<file path="config.mk">
export PLATFORM = sky130hd
export DESIGN_NAME = mul_arb_2ch
export DESIGN_NICKNAME = d
export VERILOG_FILES = /design/src/rtl/mul_arb_pkg.sv /design/src/rtl/array_multiplier_4x4.sv /design/src/rtl/mul_arb_2ch.sv
export SDC_FILE = /design/constraint.sdc
export NUM_CORES = 1
export LEC_CHECK = 0
export ABC_AREA = 1
export BUFFER_PORTS_ARGS = -buffer_cell sky130_fd_sc_hd__buf_2
export CAP_MARGIN = 40
export CORE_MARGIN = 2
export CORE_UTILIZATION = 50
export DETAILED_ROUTE_END_ITERATION = 10
export GPL_ROUTABILITY_DRIVEN = 0
export HOLD_SLACK_MARGIN = 0.15
export PLACE_DENSITY = 0.76
export SYNTH_ARGS = -nofsm -noshare
export SYNTH_HDL_FRONTEND = slang
export SYNTH_HIERARCHICAL = 1
export SYNTH_SLANG_ARGS = --single-unit
</file>
<file path="constraint.sdc">
create_clock -name clk -period 9.5 [get_ports clk]
set_input_delay 0.95 -clock clk [delete_from_list [all_inputs] [get_ports clk]]
set_output_delay 0.95 -clock clk [all_outputs]
set_load 0.005 [all_outputs]
</file>
<file path="src/rtl/mul_arb_pkg.sv">
// rtl/mul_arb_pkg.sv - shared types and widths for the two-channel multiplier arbiter
package mul_arb_pkg;

    localparam int OPW = 4;
    localparam int PW  = 8;
    localparam int NCH = 2;
    localparam int CW  = 3;

    typedef enum logic [1:0] {
        IDLE = 2'd0,
        CALC = 2'd1,
        RESP = 2'd2
    } state_t;

    // Ripple-carry sum built from gate-level full adders; the multiplier
    // array uses this instead of a behavioural adder.
    function automatic logic [PW-1:0] ripple_add(input logic [PW-1:0] x, input logic [PW-1:0] y);
        logic [PW-1:0] s;
        logic          c;
        c = 1'b0;
        for (int i = 0; i < PW; i++) begin
            s[i] = x[i] ^ y[i] ^ c;
            c    = (x[i] & y[i]) | (x[i] & c) | (y[i] & c);
        end
        return s;
    endfunction

endpackage

</file>
<file path="src/rtl/array_multiplier_4x4.sv">
// rtl/array_multiplier_4x4.sv - combinational 4x4 unsigned array multiplier
module array_multiplier_4x4
    import mul_arb_pkg::*;
(
    input  logic [OPW-1:0] a,
    input  logic [OPW-1:0] b,
    output logic [PW-1:0]  p
);

    logic [PW-1:0] row [OPW];
    logic [PW-1:0] acc [OPW+1];

    // Each row is a shifted AND partial product; rows are summed in a chain.
    always_comb begin
        acc[0] = '0;
        for (int i = 0; i < OPW; i++) begin
            row[i]     = {{(PW-OPW){1'b0}}, a & {OPW{b[i]}}} << i;
            acc[i + 1] = ripple_add(acc[i], row[i]);
        end
    end

    assign p = acc[OPW];

endmodule

</file>
<file path="src/rtl/mul_arb_2ch.sv">
// rtl/mul_arb_2ch.sv - round-robin arbiter sharing one multiplier between two requesters
module mul_arb_2ch
    import mul_arb_pkg::*;
#(
    parameter int MUL_LAT = 1
) (
    input  logic           clk,
    input  logic           rst,
    input  logic           req0_valid,
    output logic           req0_ready,
    input  logic [OPW-1:0] req0_a,
    input  logic [OPW-1:0] req0_b,
    input  logic           req1_valid,
    output logic           req1_ready,
    input  logic [OPW-1:0] req1_a,
    input  logic [OPW-1:0] req1_b,
    output logic           rsp0_valid,
    input  logic           rsp0_ready,
    output logic           rsp1_valid,
    input  logic           rsp1_ready,
    output logic [PW-1:0]  rsp_p,
    output logic           busy,
    output logic           grant_id
);

    localparam logic [CW-1:0] CNT_LOAD = CW'(MUL_LAT - 1);

    state_t         state_q;
    state_t         state_d;
    logic [CW-1:0]  cnt_q;
    logic [OPW-1:0] op_a_q;
    logic [OPW-1:0] op_b_q;
    logic [PW-1:0]  result_q;
    logic [PW-1:0]  mul_p;
    logic           last_grant_q;
    logic           grant_q;

    logic           sel_ch;
    logic           accept;
    logic           load_result;
    logic           rsp_taken;

    array_multiplier_4x4 u_mul (
        .a (op_a_q),
        .b (op_b_q),
        .p (mul_p)
    );

    // A lone requester wins outright; the pointer only breaks ties.
    always_comb begin
        sel_ch = 1'b0;
        if (req0_valid && req1_valid) begin
            sel_ch = ~last_grant_q;
        end else begin
            sel_ch = req1_valid;
        end
    end

    assign rsp_taken = grant_q ? rsp1_ready : rsp0_ready;

    always_comb begin
        state_d     = state_q;
        accept      = 1'b0;
        load_result = 1'b0;
        case (state_q)
            IDLE: begin
                if (req0_valid || req1_valid) begin
                    accept  = 1'b1;
                    state_d = CALC;
                end
            end
            CALC: begin
                if (cnt_q == '0) begin
                    load_result = 1'b1;
                    state_d     = RESP;
                end
            end
            RESP: begin
                if (rsp_taken) begin
                    state_d = IDLE;
                end
            end
            default: begin
                state_d = IDLE;
            end
        endcase
    end

    always_ff @(posedge clk) begin
        if (rst) begin
            state_q      <= IDLE;
            cnt_q        <= '0;
            op_a_q       <= '0;
            op_b_q       <= '0;
            result_q     <= '0;
            last_grant_q <= 1'b1;
            grant_q      <= 1'b0;
        end else begin
            state_q <= state_d;
            if (accept) begin
                op_a_q       <= sel_ch ? req1_a : req0_a;
                op_b_q       <= sel_ch ? req1_b : req0_b;
                cnt_q        <= CNT_LOAD;
                grant_q      <= sel_ch;
                last_grant_q <= sel_ch;
            end else if (state_q == CALC && cnt_q != '0) begin
                cnt_q <= cnt_q - CW'(1);
            end
            if (load_result) begin
                result_q <= mul_p;
            end
        end
    end

    assign req0_ready = accept && !sel_ch;
    assign req1_ready = accept && sel_ch;
    assign rsp0_valid = (state_q == RESP) && !grant_q;
    assign rsp1_valid = (state_q == RESP) && grant_q;
    assign rsp_p      = result_q;
    assign busy       = (state_q != IDLE);
    assign grant_id   = busy ? grant_q : 1'b0;

endmodule

</file>
After elaboration in Yosys (flattened, before gate mapping)
Index checks and enable logic that the tools add are counted.
{"block": "word_totals", "reg_bits": 23, "in_bits": 22, "output_inout_bits": 14, "elab_cells": 110}
{"block": "op_classes", "addsub": 1, "eq_ne": 5, "mux": 13, "bitwise": 69, "reduce_logical": 15}
{"op": "$and 1x1->1", "count": 28}
{"op": "$xor 1x1->1", "count": 20}
{"op": "$and 4x4->4", "count": 4}
{"op": "$or 1x1->1", "count": 16}
{"op": "$mux 4", "count": 2}
{"op": "$mux 1", "count": 7}
{"op": "$logic_and 1x1->1", "count": 6}
{"op": "$mux 2", "count": 3}
{"op": "$ne 2x2->1 const B", "count": 3}
{"op": "$pmux 2 s3", "count": 1}
{"op": "$logic_not 3->1", "count": 1}
{"op": "$reduce_and 3->1", "count": 1}
{"op": "$reduce_bool 3->1", "count": 1}
{"op": "$sub 3x1->3 const B", "count": 1}
{"op": "$eq 2x1->1 const B", "count": 1}
{"op": "$eq 2x2->1 const B", "count": 1}
{"op": "$logic_not 1->1", "count": 2}
{"op": "$logic_not 2->1", "count": 1}
{"op": "$reduce_bool 2->1", "count": 1}
{"op": "$reduce_or 2->1", "count": 1}
{"op": "$logic_or 1x1->1", "count": 1}
{"op": "$not 1->1", "count": 1}

Depth between registers and ports, before layout
{"block": "logic_depth", "word_depth": 20, "depth_mapped": 18, "depth_no_buf": 18}

By module
The synthesis kept the hierarchy.
{"mod": "mul_arb_2ch", "n_inst": 1, "cells_per_inst": 146, "area_each_um2": 1073.5, "seq_area_each_um2": 460.4}
{"mod": "array_multiplier_4x4", "n_inst": 1, "cells_per_inst": 51, "area_each_um2": 356.6, "seq_area_each_um2": 0.0}

Worst setup path after synthesis
No wires, ideal clock.
{"block": "synth_timing", "path_kind": "reg2reg", "startpoint": "register op_b_q[0]", "endpoint": "register result_q[6] (netlist: rsp_p[6])", "setup_time_ps": 120, "t_arrival_ps": 3657, "required_time_ps": 9380, "path_slack_ps": 5723, "path_stages_with_launch": 17, "path_buffers": 0, "synth_period_minus_slack_ps": 3777, "cell_sequence": "dfxtp_1 > nand2_1 > inv_1 > ha_1 > fa_1 > inv_1 > fa_1 > inv_1 > fa_1 > inv_1 > fa_1 > fa_1 > fa_1 > fa_1 > inv_1 > nand3_1 > a21oi_1"}
{"block": "synth_via", "elab_chain_cells": 18, "word_cells_on_any_way": 53, "cone_classes": "bitwise: 53"}
{"element": "from (decl)", "line": "mul_arb_2ch.sv:32", "text": "logic [OPW-1:0] op_b_q;"}
{"element": "from (signal assigned)", "line": "mul_arb_2ch.sv:102", "text": "op_b_q <= sel_ch ? req1_b : req0_b;"}
{"element": "$and 4x4->4 (*)", "line": "array_multiplier_4x4.sv:17", "text": "row[i] = {{(PW-OPW){1'b0}}, a & {OPW{b[i]}}} << i;"}
{"element": "$and 1x1->1 (2 in series)", "line": "mul_arb_pkg.sv:23", "text": "c = (x[i] & y[i]) | (x[i] & c) | (y[i] & c);"}
{"element": "$or 1x1->1 (2 in series)", "line": "mul_arb_pkg.sv:23"}
{"element": "$and 1x1->1", "line": "mul_arb_pkg.sv:23"}
{"element": "$or 1x1->1 (2 in series)", "line": "mul_arb_pkg.sv:23"}
{"element": "$xor 1x1->1 (3 in series)", "line": "mul_arb_pkg.sv:22", "text": "s[i] = x[i] ^ y[i] ^ c;"}
{"element": "$and 1x1->1", "line": "mul_arb_pkg.sv:23"}
{"element": "$or 1x1->1 (2 in series)", "line": "mul_arb_pkg.sv:23"}
{"element": "$and 1x1->1", "line": "mul_arb_pkg.sv:23"}
{"element": "$or 1x1->1 (2 in series)", "line": "mul_arb_pkg.sv:23"}
{"element": "$xor 1x1->1 (*)", "line": "mul_arb_pkg.sv:22"}
{"element": "net mul_p[6]", "line": "mul_arb_2ch.sv:34", "text": "logic [PW-1:0] mul_p;"}
{"element": "to (signal assigned)", "line": "mul_arb_2ch.sv:110", "text": "result_q <= mul_p;"}
{"element": "to (decl)", "line": "mul_arb_2ch.sv:33", "text": "logic [PW-1:0] result_q;"}
The timed path passes the listed nets; every way through them passes the cells marked *.
A chain may end at the register's enable or synchronous reset.

Worst setup path after layout
Same ends and word-level chain as after synthesis.

==> impl_metrics.csv <==
group,metric,value,unit
finish,post_route_cells_drive_above_1_share,20.69,%
routing,routedWlPerCell,9.707,microns
setup_path,r2r_start,"op_b_q[0]",
place,dpl.hpwl,2078,microns
power,leakagePower,0.8690,nW
synthesis,most_numerous_cell_in_the_yosys_netlist,"sky130_fd_sc_hd__nand2_1",
routing,vias_per_cell,4.662,
sta,measured_slew_at_the_worst_slew_check_pin,512.3,ps
sta,worst_clock_skew,6.333,ps
synthesis,netlist_top_cells_area,"sky130_fd_sc_hd__dfxtp_1 (32%), sky130_fd_sc_hd__nand2_1 (17%), sky130_fd_sc_hd__fa_1 (11%), sky130_fd_sc_hd__inv_1 (8.7%), sky130_fd_sc_hd__a21oi_1 (7.7%)",
cts,cts-buffers-inserted,3,
cts,postCtsSetupBuffers,0,
power,vdd_ir_drop_max,0.07893,mV
setup_path,worst-setup-path-type,"flip-flop to flip-flop",
synthesis,netlist_instances,197,
synthesis,postSynth.topFlopCell,"sky130_fd_sc_hd__dfxtp_1",
routing,dr_total_vias,1226,
synthesis,cell_area_after_synthesis,1430,sq um
finish,area_occupied_by_multi_input_gates,814.5,sq um
setup_path,cp.required,9700,ps
finish,finish.cell_count_without_fillers,263,
cts,clk_transition_reported_paths,130,ps
setup_path,critPathLaunchType,"flip-flop",
floorplanning,floorplan.die_area,3304,sq um
sta,final_period_minus_worst_setup_slack,3951,ps
setup_path,timing.critical_path.arrival,4150,ps
floorplanning,core_area,2734,sq um
floorplanning,die_width,57.48,microns
routing,routed_wl,2553,microns
synthesis,synth-edff-count,0,
cts,numClockSinks,23,
cts,cts_hold_repair.buffers,0,
setup_path,worst-path-max-fanout,5,
sta,finalMaxSlewViolations,0,
finish,sequential_cell_area,460.4,sq um
global_routing,gr-total-overflow,0,
cts,clkLatencyLatePin,310,ps
routing,route.antenna.remaining_nets,0,
cts,cts_resized,0,
global_routing,grt_pass1_vias,1166,
cts,clock-root-buffer,"sky130_fd_sc_hd__clkbuf_4",
place,buffer_ports.inserted,35,
sta,final_hold_viol_count,0,
global_routing,antenna_found_initial,0,
sta,max_freq,253.1,MHz
synthesis,synth-seq-cells,23,
place,place.detailed.instances,259,
floorplanning,die_h,57.48,microns
cts,h-tree-depth,1,
sta,grt_setup_unrepaired,"false",
finish,antenna_cells,0,
routing,detail_route.iter0.violations,38,
flow_run,timing.max_cap.violations,0,
sta,totalNegativeSetupSlack,0,ps
synthesis,postSynthNetCount,233,
synthesis,post_synth.cell_area_avg,7.260,sq um
global_routing,globalRouteTotalUtil,17.92,%
worst_hold_path,hold_class,"flip-flop to flip-flop",
global_routing,grt_start_max_net_pins,21,
floorplanning,initial_core_util,52.31,%
floorplanning,top_level_ports,36,
finish,layout-area-overhead-vs-synth,14.87,%
global_routing,grt_pass1_wl,4802,microns
finish,nFillCells,271,
synthesis,synth-async-reset-ratio,0,%
synthesis,synth_largest_area_cell,"sky130_fd_sc_hd__dfxtp_1",
setup_path,worst_setup_path_startpoint,"op_b_q[0]",
setup_path,reg2reg_setup_slack,5550,ps
floorplanning,placement_rows,19,
synthesis,synth.top_cell.area_share,32.20,%
sta,max-slew-margin-rel,65.84,%
sta,report.final.setup_viol,0,
power,cellPowerDensity,116.8,nW/um^2
cts,cts-root-to-sink-buffers,2,
routing,drc_errors,0,
synthesis,yosysWarningCount,6,
cts,cts_tree,"done",
synthesis,post_synth_num_cell_types,22,
synthesis,seq_area_frac_synth,32.20,%
routing,detail_route.first_pass.iterations,4,
setup_path,end_kind,"flip-flop",
synthesis,netlist_top_cells_count,"sky130_fd_sc_hd__nand2_1 (65), sky130_fd_sc_hd__inv_1 (33), sky130_fd_sc_hd__dfxtp_1 (23)",
finish,num-nets-final,269,
status,outcome,"finished, final reports clean",
sta,period_share,41.59,%
worst_hold_path,holdCritStartpoint,"rsp_p[5]",
-- per-layer routing --
| metal | part of all wire (%) | vias to the layer above | GRT usage [%] |
|---|---|---|---|
| met3 | 4.0 | 2 | 1.361 |
| met1 | 48 | 521 | 22.89 |
| met2 | 48 | 27 | 31.82 |
| li1 | - | 676 | - |
| met5 | 0 | - | 0 |
| met4 | 0.74 | 0 | 5.980 |
-- area by class of cell --
cell class	count	share of cell area, %
Multi-Input combinational cell	136	49.58
Sequential cell	23	28.03
Timing Repair Buffer	35	10.66
Inverter	34	7.768
Tap cell	31	2.361
Clock buffer	4	1.599
-- registers in the layout, summed over array words and instances (netlist names) --
register	count
cnt_q	3
grant_q	1
last_grant_q	1
op_a_q	4
op_b_q	4
rsp_p	8
state_q	2
-- path summary, 6_finish.rpt --
kind              end  cells after the start
max          rsp_p[6]                     16
min          rsp_p[5]                      2
max reg2reg  rsp_p[6]                     16
min reg2reg  rsp_p[5]                      2
-- worst max-delay path, stage by stage, from the launching register on --
cell,delay [ps]
sky130_fd_sc_hd__dfxtp_1,410
sky130_fd_sc_hd__nand2_1,70
sky130_fd_sc_hd__inv_1,60
sky130_fd_sc_hd__ha_1,170
sky130_fd_sc_hd__fa_1,180
sky130_fd_sc_hd__inv_1,50
sky130_fd_sc_hd__fa_1,470
sky130_fd_sc_hd__inv_1,50
sky130_fd_sc_hd__fa_1,400
sky130_fd_sc_hd__inv_1,70
sky130_fd_sc_hd__fa_1,430
sky130_fd_sc_hd__fa_1,450
sky130_fd_sc_hd__fa_1,390
sky130_fd_sc_hd__fa_1,480
sky130_fd_sc_hd__inv_1,40
sky130_fd_sc_hd__nand3_1,70
sky130_fd_sc_hd__a21oi_1,60
-- logic make-up after synthesis --
group | Yosys count | synth area share, %
XOR/XNOR | 1 | 0.6125
AND/OR/NAND/NOR | 96 | 30.88
adder cells (fa/ha/maj) | 14 | 16.45
AO/OA/AOI/OAI | 25 | 9.011
flip-flops | 23 | 32.20
buffers and inverters | 38 | 10.85
-- cell usage in the layout, fill, tap and decap left out --
| master | instances |
|---|---|
| sky130_fd_sc_hd__nor2_4 | 2 |
| sky130_fd_sc_hd__nor2_1 | 6 |
| sky130_fd_sc_hd__dfxtp_1 | 23 |
| sky130_fd_sc_hd__clkbuf_1 | 1 |
| sky130_fd_sc_hd__inv_1 | 33 |
| sky130_fd_sc_hd__fa_1 | 8 |
| sky130_fd_sc_hd__nor2_8 | 1 |
| sky130_fd_sc_hd__o21ai_1 | 1 |
| sky130_fd_sc_hd__inv_2 | 1 |
| sky130_fd_sc_hd__buf_2 | 35 |
| sky130_fd_sc_hd__xor2_1 | 1 |
| sky130_fd_sc_hd__nand2_1 | 65 |
| sky130_fd_sc_hd__nand2_4 | 2 |
| sky130_fd_sc_hd__nor3b_2 | 1 |
| sky130_fd_sc_hd__nand3_1 | 17 |
| sky130_fd_sc_hd__o21ai_2 | 1 |
| sky130_fd_sc_hd__nand2_2 | 2 |
| sky130_fd_sc_hd__ha_1 | 6 |
| sky130_fd_sc_hd__a21oi_1 | 22 |
| sky130_fd_sc_hd__o21ai_0 | 1 |
| sky130_fd_sc_hd__clkbuf_4 | 3 |
-- power breakdown --
part           total [W]  switching (W)  internal [W]  leakage [nW]
Combinational  0.0000382      0.0000234     0.0000148         0.666
Sequential      0.000108     0.00000600      0.000102         0.188
Clock          0.0000455      0.0000291     0.0000164        0.0150
-- per-stage QoR --
step	total power, W	instance area, sq um	worst slack, ps	utilization (%)	hold slack (ps)
3_3_place_gp	0.0001483	1617	5649	59.13	449.4
5_1_grt	0.0002038	1643	5296	60.09	492.0
6_report	0.0001919	1643	5549	60.09	466.4
2_1_floorplan	0.0001374	1430	5723	-	439.2
3_5_place_dp	0.0001489	1617	5544	59.13	452.3
4_1_cts	0.0001940	1643	5531	60.09	470.5
Note: power is estimated with default switching activity, not from simulation.
